`config.mk`:
```
export PLATFORM = sky130hd
export DESIGN_NAME = mem_dma
export DESIGN_NICKNAME = d
export VERILOG_FILES = /design/src/rtl/mem_dma_pkg.sv /design/src/rtl/mem_dma.sv
export SDC_FILE = /design/constraint.sdc
export NUM_CORES = 1
export LEC_CHECK = 0
export CORE_ASPECT_RATIO = 1.25
export CORE_MARGIN = 3
export CORE_UTILIZATION = 58
export CTS_CLUSTER_DIAMETER = 80
export DETAILED_ROUTE_END_ITERATION = 7
export GPL_TIMING_DRIVEN = 0
export PLACE_DENSITY = 0.89
export SLEW_MARGIN = 15
export SYNTH_ARGS = -nofsm -noshare
export SYNTH_HDL_FRONTEND = slang
export SYNTH_SLANG_ARGS = --single-unit
```
`constraint.sdc`:
```
create_clock -name clk -period 10.75 [get_ports clk]
set_input_delay 2.6875 -clock clk [delete_from_list [all_inputs] [get_ports clk]]
set_output_delay 2.6875 -clock clk [all_outputs]
set_load 0.05 [all_outputs]
```
`src/rtl/mem_dma_pkg.sv`:
```
`default_nettype none
// ============================================================================
// Module      : mem_dma_pkg
// Description : Shared mode codes, FSM state encoding and width defaults for
//               the banked-memory DMA engine.
// Revision    : 1.0 - initial release
// ============================================================================
package mem_dma_pkg;

    localparam int DMA_ADDR_W = 12;
    localparam int DMA_DATA_W = 8;
    localparam int DMA_LEN_W  = 13;

    localparam logic [1:0] MODE_COPY = 2'b00;
    localparam logic [1:0] MODE_FILL = 2'b01;
    localparam logic [1:0] MODE_SUM  = 2'b10;

    typedef enum logic [2:0] {
        S_IDLE   = 3'd0,
        S_READ   = 3'd1,
        S_WRITE  = 3'd2,
        S_DRAIN  = 3'd3,
        S_FINISH = 3'd4
    } state_t;

    // The reserved code behaves exactly like a checksum.
    function automatic logic [1:0] norm_mode(input logic [1:0] m);
        return (m == 2'b11) ? MODE_SUM : m;
    endfunction

endpackage
`default_nettype wire

```
`src/rtl/mem_dma.sv`:
```
`default_nettype none
// ============================================================================
// Module      : mem_dma
// Description : Copy / fill / checksum engine driving the synchronous port of
//               the 4x1024x8 banked memory.
// Revision    : 1.0 - initial release
// ============================================================================
module mem_dma
    import mem_dma_pkg::*;
#(
    parameter int ADDR_W = DMA_ADDR_W,
    parameter int DATA_W = DMA_DATA_W,
    parameter int LEN_W  = DMA_LEN_W
) (
    input  logic              clk,
    input  logic              rst,
    input  logic              start,
    input  logic [1:0]        mode,
    input  logic [ADDR_W-1:0] src_addr,
    input  logic [ADDR_W-1:0] dst_addr,
    input  logic [LEN_W-1:0]  len,
    input  logic [DATA_W-1:0] fill_val,
    output logic              busy,
    output logic              done,
    output logic [DATA_W-1:0] sum,
    output logic              mem_we,
    output logic              mem_re,
    output logic [ADDR_W-1:0] mem_addr,
    output logic [DATA_W-1:0] mem_wdata,
    input  logic [DATA_W-1:0] mem_rdata
);

    state_t              r_state, w_state_n;
    logic [1:0]          r_mode, w_mode;
    logic [ADDR_W-1:0]   r_src, w_src, w_src_nxt;
    logic [ADDR_W-1:0]   r_dst, w_dst, w_dst_nxt;
    logic [LEN_W-1:0]    r_cnt, w_cnt;
    logic [DATA_W-1:0]   r_fill, w_fill;
    logic [DATA_W-1:0]   r_acc, r_sum, r_wdata;
    logic                r_prev_re, r_cpw;
    logic                r_we, r_re, r_busy, r_done;
    logic [ADDR_W-1:0]   r_addr;
    logic                w_go, w_last, w_dec, w_add;
    logic                w_we_d, w_re_d, w_busy_d, w_done_d, w_cpw_d;
    logic [ADDR_W-1:0]   w_addr_d;
    logic [DATA_W-1:0]   w_wdata_d;

    // Operands come straight from the ports in the start cycle, else from latches.
    assign w_go      = (r_state == S_IDLE) && start;
    assign w_mode    = w_go ? norm_mode(mode) : r_mode;
    assign w_src     = w_go ? src_addr : r_src;
    assign w_dst     = w_go ? dst_addr : r_dst;
    assign w_cnt     = w_go ? len : r_cnt;
    assign w_fill    = w_go ? fill_val : r_fill;
    assign w_last    = (r_cnt == LEN_W'(1));
    assign w_dec     = (r_state == S_WRITE) || ((r_state == S_READ) && (r_mode == MODE_SUM));
    assign w_src_nxt = w_src + ADDR_W'(r_state == S_READ);
    assign w_dst_nxt = w_dst + ADDR_W'(r_state == S_WRITE);
    assign w_add     = r_prev_re && (r_mode == MODE_SUM) && (r_state != S_IDLE);

    always_ff @(posedge clk or posedge rst) begin
        if (rst) r_state <= S_IDLE;
        else     r_state <= w_state_n;
    end

    always_comb begin
        w_state_n = r_state;
        case (r_state)
            S_IDLE: begin
                if (start) begin
                    if (len == '0)                w_state_n = S_FINISH;
                    else if (w_mode == MODE_FILL) w_state_n = S_WRITE;
                    else                          w_state_n = S_READ;
                end
            end
            S_READ: begin
                if (r_mode == MODE_COPY) w_state_n = S_WRITE;
                else if (w_last)         w_state_n = S_DRAIN;
            end
            S_WRITE: begin
                if (w_last)                   w_state_n = S_FINISH;
                else if (r_mode == MODE_COPY) w_state_n = S_READ;
            end
            S_DRAIN:  w_state_n = S_FINISH;
            S_FINISH: w_state_n = S_IDLE;
            default:  w_state_n = S_IDLE;
        endcase
    end

    // Next values of the registered memory-side and status outputs.
    always_comb begin
        w_re_d    = (w_state_n == S_READ);
        w_we_d    = (w_state_n == S_WRITE);
        w_busy_d  = (w_state_n == S_READ) || (w_state_n == S_WRITE) || (w_state_n == S_DRAIN);
        w_done_d  = (w_state_n == S_FINISH);
        w_cpw_d   = w_we_d && (w_mode == MODE_COPY);
        w_addr_d  = r_addr;
        w_wdata_d = r_wdata;
        if (w_re_d)      w_addr_d = w_src_nxt;
        else if (w_we_d) w_addr_d = w_dst_nxt;
        if (w_we_d && (w_mode == MODE_FILL)) w_wdata_d = w_fill;
        else if (r_cpw)                      w_wdata_d = mem_rdata;
    end

    always_ff @(posedge clk or posedge rst) begin
        if (rst) begin
            r_mode    <= MODE_COPY;
            r_src     <= '0;
            r_dst     <= '0;
            r_cnt     <= '0;
            r_fill    <= '0;
            r_acc     <= '0;
            r_sum     <= '0;
            r_wdata   <= '0;
            r_prev_re <= 1'b0;
            r_cpw     <= 1'b0;
            r_we      <= 1'b0;
            r_re      <= 1'b0;
            r_busy    <= 1'b0;
            r_done    <= 1'b0;
            r_addr    <= '0;
        end else begin
            r_mode    <= w_mode;
            r_src     <= w_src_nxt;
            r_dst     <= w_dst_nxt;
            r_cnt     <= w_cnt - LEN_W'(w_dec);
            r_fill    <= w_fill;
            r_wdata   <= w_wdata_d;
            r_prev_re <= r_re;
            r_cpw     <= w_cpw_d;
            r_we      <= w_we_d;
            r_re      <= w_re_d;
            r_busy    <= w_busy_d;
            r_done    <= w_done_d;
            r_addr    <= w_addr_d;
            if (w_go && (w_mode == MODE_SUM)) r_acc <= '0;
            else if (w_add)                   r_acc <= r_acc + mem_rdata;
            if ((r_state == S_DRAIN) && w_add) r_sum <= r_acc + mem_rdata;
        end
    end

    assign busy     = r_busy;
    assign done     = r_done;
    assign sum      = r_sum;
    assign mem_we   = r_we;
    assign mem_re   = r_re;
    assign mem_addr = r_addr;
    // Copy writes forward the byte the memory returns this cycle from the prior read.
    assign mem_wdata = r_cpw ? mem_rdata : r_wdata;

endmodule
`default_nettype wire

```
Word-level counts from Yosys, hierarchy flattened
Cells that the tools add are included.
{"block": "classes", "n_addsub": 4, "n_eq_ne": 12, "mux": 20, "reduce_logical": 18}
{"op": "$mux 12", "n": 4}
{"op": "$mux 8", "n": 5}
{"op": "$add 12x1->12", "n": 2}
{"op": "$mux 3", "n": 6}
{"op": "$eq 13x1->1 const B", "n": 1}
{"op": "$logic_not 13->1", "n": 1}
{"op": "$mux 13", "n": 1}
{"op": "$sub 13x1->13", "n": 1}
{"op": "$eq 3x2->1 const B", "n": 4}
{"op": "$pmux 3 s4", "n": 1}
{"op": "$add 8x8->8", "n": 1}
{"op": "$logic_and 1x1->1", "n": 8}
{"op": "$eq 2x2->1 const B", "n": 3}
{"op": "$eq 3x1->1 const B", "n": 2}
{"op": "$mux 2", "n": 3}
{"op": "$logic_not 2->1", "n": 2}
{"op": "$reduce_bool 2->1", "n": 2}
{"op": "$eq 3x3->1 const B", "n": 1}
{"op": "$logic_not 3->1", "n": 1}
{"op": "$logic_or 1x1->1", "n": 3}
{"op": "$reduce_bool 3->1", "n": 1}
{"op": "$eq 2x1->1 const B", "n": 1}
{"block": "totals", "register_bits": 92, "out_inout_bits": 32, "elab_cells": 70}

Depth between registers and ports, before layout
Gate-level depths: netlist of the first run.
{"block": "logic_depth", "depth_word": 11, "ltp_mapped": 17, "depth_no_buf": 11}

Least setup slack after synthesis of the first run
No wires, ideal clock.
{"block": "synth_timing", "path_type": "input-to-output", "start": "input port mem_rdata[0]", "end": "output port mem_wdata[0]", "t_arrival_ns": 3.066, "t_required_ns": 8.062, "slack_ns": 4.997, "stages": 1, "cell_sequence": "mux2_2"}
{"block": "synth_between", "elab_chain_len": 1}
{"element": "start: declaration", "line_no": "mem_dma.sv:30", "rtl": "input logic [DATA_W-1:0] mem_rdata"}
{"element": "$mux 8"}
{"element": "end: declaration", "line_no": "mem_dma.sv:29", "rtl": "output logic [DATA_W-1:0] mem_wdata,"}
No other way between the ends.

Final worst setup path of the first run
{"block": "layout_timing", "start": "input port mem_rdata[6]", "end": "output port mem_wdata[6]"}
The elaborated chain is that of the path after synthesis.

==> impl_metrics.ini, run 1 <==
[sta]
hold_violations = 0
holdWs_ns = 0.428
tightest_slew_ns = 0.727
max_freq_mhz = 144
slew_violations = 0
setup-tns-final_ns = 0
setup_viol = 0
period_share_pct = 64.7
period_needed_ns = 6.95
rsz0062_at_grt = false
slew_headroom_pct = 51.3
fin_skew_ns = 0.00521

[logic_synthesis]
yosysTopAreaCellShare_pct = 44.3
yosys_most_used_dff = dfrtp_1
synth_top_cell_by_area = dfrtp_1
ys.warnings.count = 0
synthArstFlopShare_pct = 100
avgSynthCellArea_sq_um = 10.3
ys_types = 66
synthCells = 507
synth_edf_count = 0
ys_ff_latch = 92
synthesis.nets = 579
ys_seq_area_share_pct = 44.3
ys_top_cells_by_area = dfrtp_1 (44%), mux2i_1 (6.3%), nand2_1 (5.6%)
syn_area_sq_um = 5200

[setup_path]
criticalPathCategory = in2out
rr_worst_depth = 14
endpoint = mem_wdata[6]
rr_endpoint = mem_addr[8]$_DFFE_PP0P_
startpoint = mem_rdata[6]
cp_num_buf_inv = 2
max_stage_delay_ns = 0.80
crit_family = buffers and inverters
crit_path_frequent_cell = clkdlybuf4s50_1
critPathCaptureType = output pin
crit_cells = 3
critPathSlowestCell = clkdlybuf4s50_1
crit_fanout = 2
critical_path.cell_chain = clkdlybuf4s50_1 > mux2_2 > clkdlybuf4s50_1
rr_startpoint = r_state[0]$_DFF_PP0_
crit_arrival_ns = 4.27
r2r_slack_ns = 6.21
required_ns = 8.06
critPathLaunchType = primary input

[floorplanning]
core_area_sq_um = 8700
die_x_microns = 90.7
die_h_microns = 112
core.rowCount = 38
ios = 90
dieArea_sq_um = 10100
start_util_pct = 59.8

[drt]
ant_nets = 0
viasPerCell = 5.87
wl_per_cell_microns = 18.4
wl_mm = 13.5
num_vias = 4303
firstDrtPassIters = 5
drcViolationCount = 0
first_iter_violations = 273

[grt]
grt_max_degree = 62
grt-ovfl-total = 0
grt_usage_pct = 28.1
grt_pass1_vias = 4617
antenna_found_initial = 0
grt_pass1_wl_mm = 22.5

[layout]
design_area_sq_um = 6550
regArea_sq_um = 2300
n_antenna_cell = 0
layout_commonest_cell = dfrtp_1
drive_above_1_share_pct = 11.1
areaGrowthSynthToFinish_pct = 25.8
nNetsFinal = 680
mostFrequentLayoutCells = dfrtp_1 (92), clkdlybuf4s50_1 (89), nand2_1 (78)
n_fill_cell = 583
post_layout_nonfiller_instances = 733
multiInputGateArea_sq_um = 2680

[power]
p_leak_nw = 2.87
fin_total_pwr_mw = 2.09
peakVddDrop_v = 0.000177
power_density_nw_per_um2 = 319

[cts]
hold_buffers = 0
clock-sinks = 92
ctsHtreeMaxLevel = 3
cts_buffer_depth = 2
clock_latency_ns = 0.37
cts_setup_buffers = 0
clkTransAtPathRegs_ns = 0.09
cts_tree = done
cts_buffers = 9
clockRootBuffer = clkbuf_8
cts_resized = 0

[placement]
dp_cells = 717
dpl_cell_area_sq_um = 6270
port_buffers = 89
gp_congestion = 0.863
dp_hpwl_mm = 9.94

[status]
status = finished, final reports clean

[min_path]
hold_path.class = reg2reg

[job]
drv_cap = 0
-- layer usage --
| metal | GRT usage, % | vias to the layer above | share of wire (%) |
|---|---|---|---|
| met5 | 0 | - | 0 |
| met4 | 12.8 | 0 | 2.6 |
| met3 | 4.73 | 31 | 5.5 |
| met2 | 50.1 | 162 | 53 |
| met1 | 33.1 | 2115 | 39 |
| li1 | - | 1995 | - |
-- final cells by class --
class / instances / share of cell area, %
multi-input combinational: 371 / 40.9
sequential: 92 / 35.2
timing repair buffer: 90 / 14.0
tap: 120 / 2.29
clock buffer: 10 / 2.10
clock inverter: 6 / 2.06
buffer: 18 / 1.87
inverter: 26 / 1.53
-- power breakdown --
| part | switching (mW) | total (mW) | internal, mW |
|---|---|---|---|
| sequential | 0.103 | 0.619 | 0.516 |
| combinational | 0.721 | 1.16 | 0.437 |
| clock | 0.124 | 0.308 | 0.184 |
| total | 0.949 | 2.09 | 1.14 |
-- how the worst min path moves through the flow --
stage	from	to	slack (ns)	cells past startpoint
CTS	mem_re$_DFF_PP0_	r_prev_re$_DFF_PP0_	0.42	0
global placement	mem_re$_DFF_PP0_	r_prev_re$_DFF_PP0_	0.41	0
global route	mem_re$_DFF_PP0_	r_prev_re$_DFF_PP0_	0.42	0
detailed placement	mem_re$_DFF_PP0_	r_prev_re$_DFF_PP0_	0.41	0
finish	mem_re$_DFF_PP0_	r_prev_re$_DFF_PP0_	0.43	0
floorplan	r_fill[0]$_DFF_PP0_	r_fill[0]$_DFF_PP0_	0.43	2
-- synth_stat cells (8+ instances only) --
cell type,count
mux2i_1,33
o21ai_0,20
nor2_1,16
a21oi_1,8
nor3_1,13
nand4_1,10
mux2_1,8
nand3_1,30
mux2_2,13
xor2_1,22
dfrtp_1,92
inv_1,24
nand2_1,78
ha_1,13
xnor2_1,18
-- through the flow --
stage               utilization, %  setup slack, ns
floorplan                        -             5.00
global placement              71.8             3.82
detailed placement            72.1             3.77
CTS                           75.2             3.80
global route                  75.2             3.76
finish                        75.2             3.80
-- kinds of logic after synthesis --
family	Yosys count	synth area share, %
AO/OA/AOI/OAI	69	9.84
flip-flops	92	44.3
XOR/XNOR	41	7.17
buffers and inverters	44	4.23
adder cells (fa/ha/maj)	14	3.51
multiplexers	59	12.6
AND/OR/NAND/NOR	188	18.4
-- registers in the layout, indices dropped and copies added (netlist names), 2 cells and up --
signal    flops
r_state       3
r_fill        8
r_acc         8
r_dst        12
r_src        12
sum           8
r_cnt        13
r_wdata       8
r_mode        2
mem_addr     12
Note: power is estimated with default switching activity, not from simulation.
==> run 2: changes to the inputs <==
CORE_UTILIZATION = 48   (was 58)
PLACE_DENSITY = 0.79   (was 0.89)
clock period = 6 ns   (was 10.75 ns; I/O delays follow)
==> run 2 against run 1 <==
Net effect:
- global-route usage down 5.7 points
- sequential cell count unchanged
- clock power up 95%
- non-clock buffer count unchanged
- sequential power up 79%
- worst setup slack worse by 3.2 ns
- cell area up 0.82%
- sequential share of layout area down 0.29 points
- wire length down 0.55%
- final cell count up 1.1%
- critical path type is now in2reg
==> impl_metrics.ini, run 2 (same netlist as run 1, synthesis figures left out) <==
[status]
status = finished, final reports clean

[min_path]
hp-start = mem_re$_DFF_PP0_
hold_path.class = reg2reg

[setup_path]
criticalPathCategory = in2reg
r2r_slack_ns = 1.58
required_ns = 6.18
startpoint = start
rr_worst_depth = 14
crit_arrival_ns = 5.60
endpoint = mem_addr[8]$_DFFE_PP0P_
critPathLaunchType = primary input
crit_fanout = 10
rr_startpoint = r_state[0]$_DFF_PP0_
rr_endpoint = mem_addr[8]$_DFFE_PP0P_
critPathCaptureType = register

[layout]
n_antenna_cell = 0
final_core_util_pct = 64.0
n_fill_cell = 805
regArea_sq_um = 2300
largest_reg_flops = 13
regMostFlops = r_cnt
layout_commonest_cell = dfrtp_1
drive_above_1_share_pct = 10.9
areaGrowthSynthToFinish_pct = 26.9
mostFrequentLayoutCells = dfrtp_1 (92), clkdlybuf4s50_1 (89), nand2_1 (78)
nNetsFinal = 680
multiInputGateArea_sq_um = 2680

[placement]
dp_hpwl_mm = 10.2
gp_congestion = 0.878
pre_cts_ws_ns = 0.297
port_buffers = 89

[floorplanning]
die_x_microns = 99.1
core.rowCount = 41
die_h_microns = 122
start_util_pct = 50.5
ios = 90
core_area_sq_um = 10300
dieArea_sq_um = 12100

[sta]
holdWs_ns = 0.421
period_share_pct = 90.2
max_freq_mhz = 185
fin_ws_ns = 0.587
setup_viol = 0
hold_violations = 0
fin_skew_ns = 0.00515
tightest_slew_ns = 0.697
slew_headroom_pct = 53.4
period_needed_ns = 5.41
rsz0062_at_grt = false
slew_violations = 0
setup-tns-final_ns = 0

[cts]
clock-sinks = 92
cts_tree = done
clockRootBuffer = clkbuf_16
clkTransAtPathRegs_ns = 0.06
ctsHtreeMaxLevel = 3
cts_resized = 0
clock_latency_ns = 0.34
cts_buffer_depth = 2
cts_setup_buffers = 0
hold_buffers = 0
cts_buffers = 9

[grt]
grt_max_degree = 56
grt_pass1_vias = 4339
grt_usage_pct = 22.4
grt-ovfl-total = 0
antenna_found_initial = 0
grt_pass1_wl_mm = 21.7

[power]
peakVddDrop_v = 0.000236
fin_total_pwr_mw = 3.77
p_leak_nw = 2.88
power_density_nw_per_um2 = 572

[drt]
num_vias = 4285
first_iter_violations = 312
firstDrtPassIters = 8
wl_per_cell_microns = 18.1
drcViolationCount = 0
wl_mm = 13.4
viasPerCell = 5.78
ant_nets = 0

[job]
drv_cap = 0
## run 2: changes by cell type in the layout (fill, tap and decap cells not counted), sizes merged
cell / before / now
clkbuf: 15 / 14
bufinv: 4 / 2
clkinvlp: 2 / 4
## run 2: stage by stage
stage	instance area (sq um)	cells
2_1_floorplan	5200	507
3_3_place_gp	6250	725
3_5_place_dp	6280	726
4_1_cts	6600	741
5_1_grt	6600	741
6_report	6600	741
## run 2: area by class of cell
class | instances | share of cell area (%)
Inverter | 26 | 1.52
Sequential cell | 92 | 34.9
Tap cell | 129 | 2.45
Clock inverter | 6 | 1.36
Buffer | 18 | 1.86
Timing Repair Buffer | 90 | 13.9
Multi-Input combinational cell | 371 | 40.6
Clock buffer | 9 | 3.41
## run 2: layer usage
metal | up-vias | GRT usage (%) | wire length [microns]
met5 | - | 0 | 0
met4 | 0 | 7.00 | 295
met3 | 27 | 3.64 | 625
met2 | 148 | 39.4 | 6920
met1 | 2115 | 28.3 | 5610
li1 | 1995 | - | -
## run 2: worst min path at each step
stage | end | slack [ns] | cells past startpoint
final | r_prev_re$_DFF_PP0_ | 0.42 | 0
after global routing | r_prev_re$_DFF_PP0_ | 0.43 | 0
after CTS | r_prev_re$_DFF_PP0_ | 0.42 | 0
after detailed placement | r_prev_re$_DFF_PP0_ | 0.40 | 0
after global placement | r_prev_re$_DFF_PP0_ | 0.41 | 0
after floorplan | r_fill[0]$_DFF_PP0_ | 0.43 | 2
## run 2: where the power goes
group / internal [mW] / switching, mW / leakage (nW) / total [mW]
Clock: 0.362 / 0.240 / 0.140 / 0.602
Sequential: 0.926 / 0.183 / 1.11 / 1.11
Combinational: 0.783 / 1.28 / 1.63 / 2.06
## run 2: worst max-delay path: stages
cell and delay [ns]:
clkdlybuf4s50_1 0.48, nor4b_4 0.59, clkbuf_1 0.57, clkbuf_1 0.49, nand2_1 0.11, nand2_1 0.09
ha_1 0.25, ha_1 0.24, nand3_1 0.09, mux2_2 0.33, nor4_1 0.33, xor2_1 0.11
mux2i_1 0.23, o221ai_1 0.17
==> run 3: changes to the inputs <==
CORE_UTILIZATION = 58   (was 48)
DONT_BUFFER_PORTS = 1   (was not set)
==> run 3 against run 2 <==
Net effect:
- final cell count shrank 13%
- cell area shrank 15%
- maximum frequency grew 10%
- first-iteration DRC count shrank 28%
- clock skew grew 0.0058 ns
- power shrank 11%
- non-clock buffer count shrank 89
- hold slack gained 0.055 ns
- wire length shrank 8.2%
- clock power shrank 25%
- count of clock-buffer cells in the layout grew 3
- largest cell class unchanged
==> impl_metrics.ini, run 3 (same netlist as run 1, synthesis figures left out) <==
[sta]
setup_viol = 0
hold_violations = 0
fin_skew_ns = 0.0109
period_share_pct = 82.0
period_needed_ns = 4.92
tightest_slew_ns = 0.726
rsz0062_at_grt = false
max_freq_mhz = 203
setup-tns-final_ns = 0
slew_headroom_pct = 51.4
slew_violations = 0

[cts]
cts_setup_buffers = 0
clkTransAtPathRegs_ns = 0.08
cts_resized = 0
clock-sinks = 92
cts_buffer_depth = 2
clockRootBuffer = clkbuf_8
ctsHtreeMaxLevel = 3
hold_buffers = 0
cts_tree = done
clock_latency_ns = 0.37
cts_buffers = 9

[floorplanning]
die_h_microns = 112
core.rowCount = 38
ios = 90
start_util_pct = 59.8
die_x_microns = 90.7
dieArea_sq_um = 10100
core_area_sq_um = 8700

[grt]
grt_max_degree = 59
grt_pass1_wl_mm = 20.3
grt_pass1_vias = 3972
grt-ovfl-total = 0
antenna_found_initial = 0
grt_usage_pct = 25.7

[layout]
drive_above_1_share_pct = 12.3
areaGrowthSynthToFinish_pct = 7.41
regArea_sq_um = 2300
post_layout_nonfiller_instances = 642
n_fill_cell = 705
layout_commonest_cell = dfrtp_1
multiInputGateArea_sq_um = 2680
regMostFlops = r_cnt
nNetsFinal = 591
n_antenna_cell = 0
mostFrequentLayoutCells = dfrtp_1 (92), nand2_1 (78), mux2i_1 (33)
largest_reg_flops = 13

[drt]
wl_mm = 12.3
wl_per_cell_microns = 19.2
viasPerCell = 6.02
first_iter_violations = 224
drcViolationCount = 0
firstDrtPassIters = 5
ant_nets = 0
num_vias = 3863

[job]
drv_cap = 0

[setup_path]
critical_path.cell_chain = nor4b_4 > clkbuf_1 > clkbuf_1 > nand2_1 > nand2_1 > ha_1 > ha_1 > nand3_1 > mux2_2 > nor4_1 > xor2_1 > mux2i_1 > o221ai_1
cp_num_buf_inv = 2
crit_fanout = 10
critPathLaunchType = primary input
max_stage_delay_ns = 0.60
critPathSlowestCell = clkbuf_1
critPathCaptureType = register
crit_family = simple AND/OR/NAND/NOR gates
crit_arrival_ns = 5.14
criticalPathCategory = in2reg
required_ns = 6.22

[status]
status = finished, final reports clean

[power]
peakVddDrop_v = 0.000232
fin_total_pwr_mw = 3.34
p_leak_nw = 2.50
power_density_nw_per_um2 = 598

[min_path]
hold_path.class = reg2reg

[placement]
port_buffers = 0
dp_hpwl_mm = 9.26
dp_cells = 628
gp_congestion = 0.838
[run 3: final timing paths]
check,cells past startpoint,endpoint,slack (ns),from
max in group asynchronous,2,mem_addr[5]$_DFFE_PP0P_,4.34,rst
min in group asynchronous,1,r_cnt[5]$_DFF_PP0_,1.02,rst
min reg2reg,2,r_fill[7]$_DFF_PP0_,0.48,r_fill[7]$_DFF_PP0_
max,13,mem_addr[8]$_DFFE_PP0P_,1.08,start
max reg2reg,14,mem_addr[8]$_DFFE_PP0P_,1.53,r_state[0]$_DFF_PP0_
min,2,r_fill[7]$_DFF_PP0_,0.48,r_fill[7]$_DFF_PP0_
[run 3: layout make-up]
class / instances / area share (%)
Clock buffer: 12 / 2.60
Inverter: 26 / 1.79
Timing Repair Buffer: 1 / 0.493
Buffer: 18 / 2.19
Multi-Input combinational cell: 371 / 48.0
Clock inverter: 2 / 1.07
Sequential cell: 92 / 41.2
Tap cell: 120 / 2.69
[run 3: per-layer routing]
layer  vias to the layer above  track usage, %  routed length [microns]
li1                       1820               -                        -
met1                      1890            31.3                     4870
met2                       129            42.5                     6290
met3                        24            6.89                      843
met4                         0            12.1                      341
met5                         -               0                        0
[run 3: through the flow]
stage	worst slack (ns)	hold slack (ns)	utilization, %	cell area, sq um
after floorplan	1.61	0.434	-	5200
after global placement	0.792	0.448	61.5	5350
after detailed placement	0.731	0.460	61.9	5380
after CTS	1.13	0.479	64.2	5590
after global routing	0.766	0.512	64.2	5590
final	1.08	0.475	64.2	5590
[run 3: worst min-delay path, cell delays in order, from the launching register on]
cell	delay (ns)
dfrtp_1	0.33
nand2_1	0.04
nand2_1	0.07
[run 3: where the power goes]
group | switching, mW | internal, mW
sequential | 0.455 | 0.920
clock | 0.209 | 0.242
combinational | 0.945 | 0.573
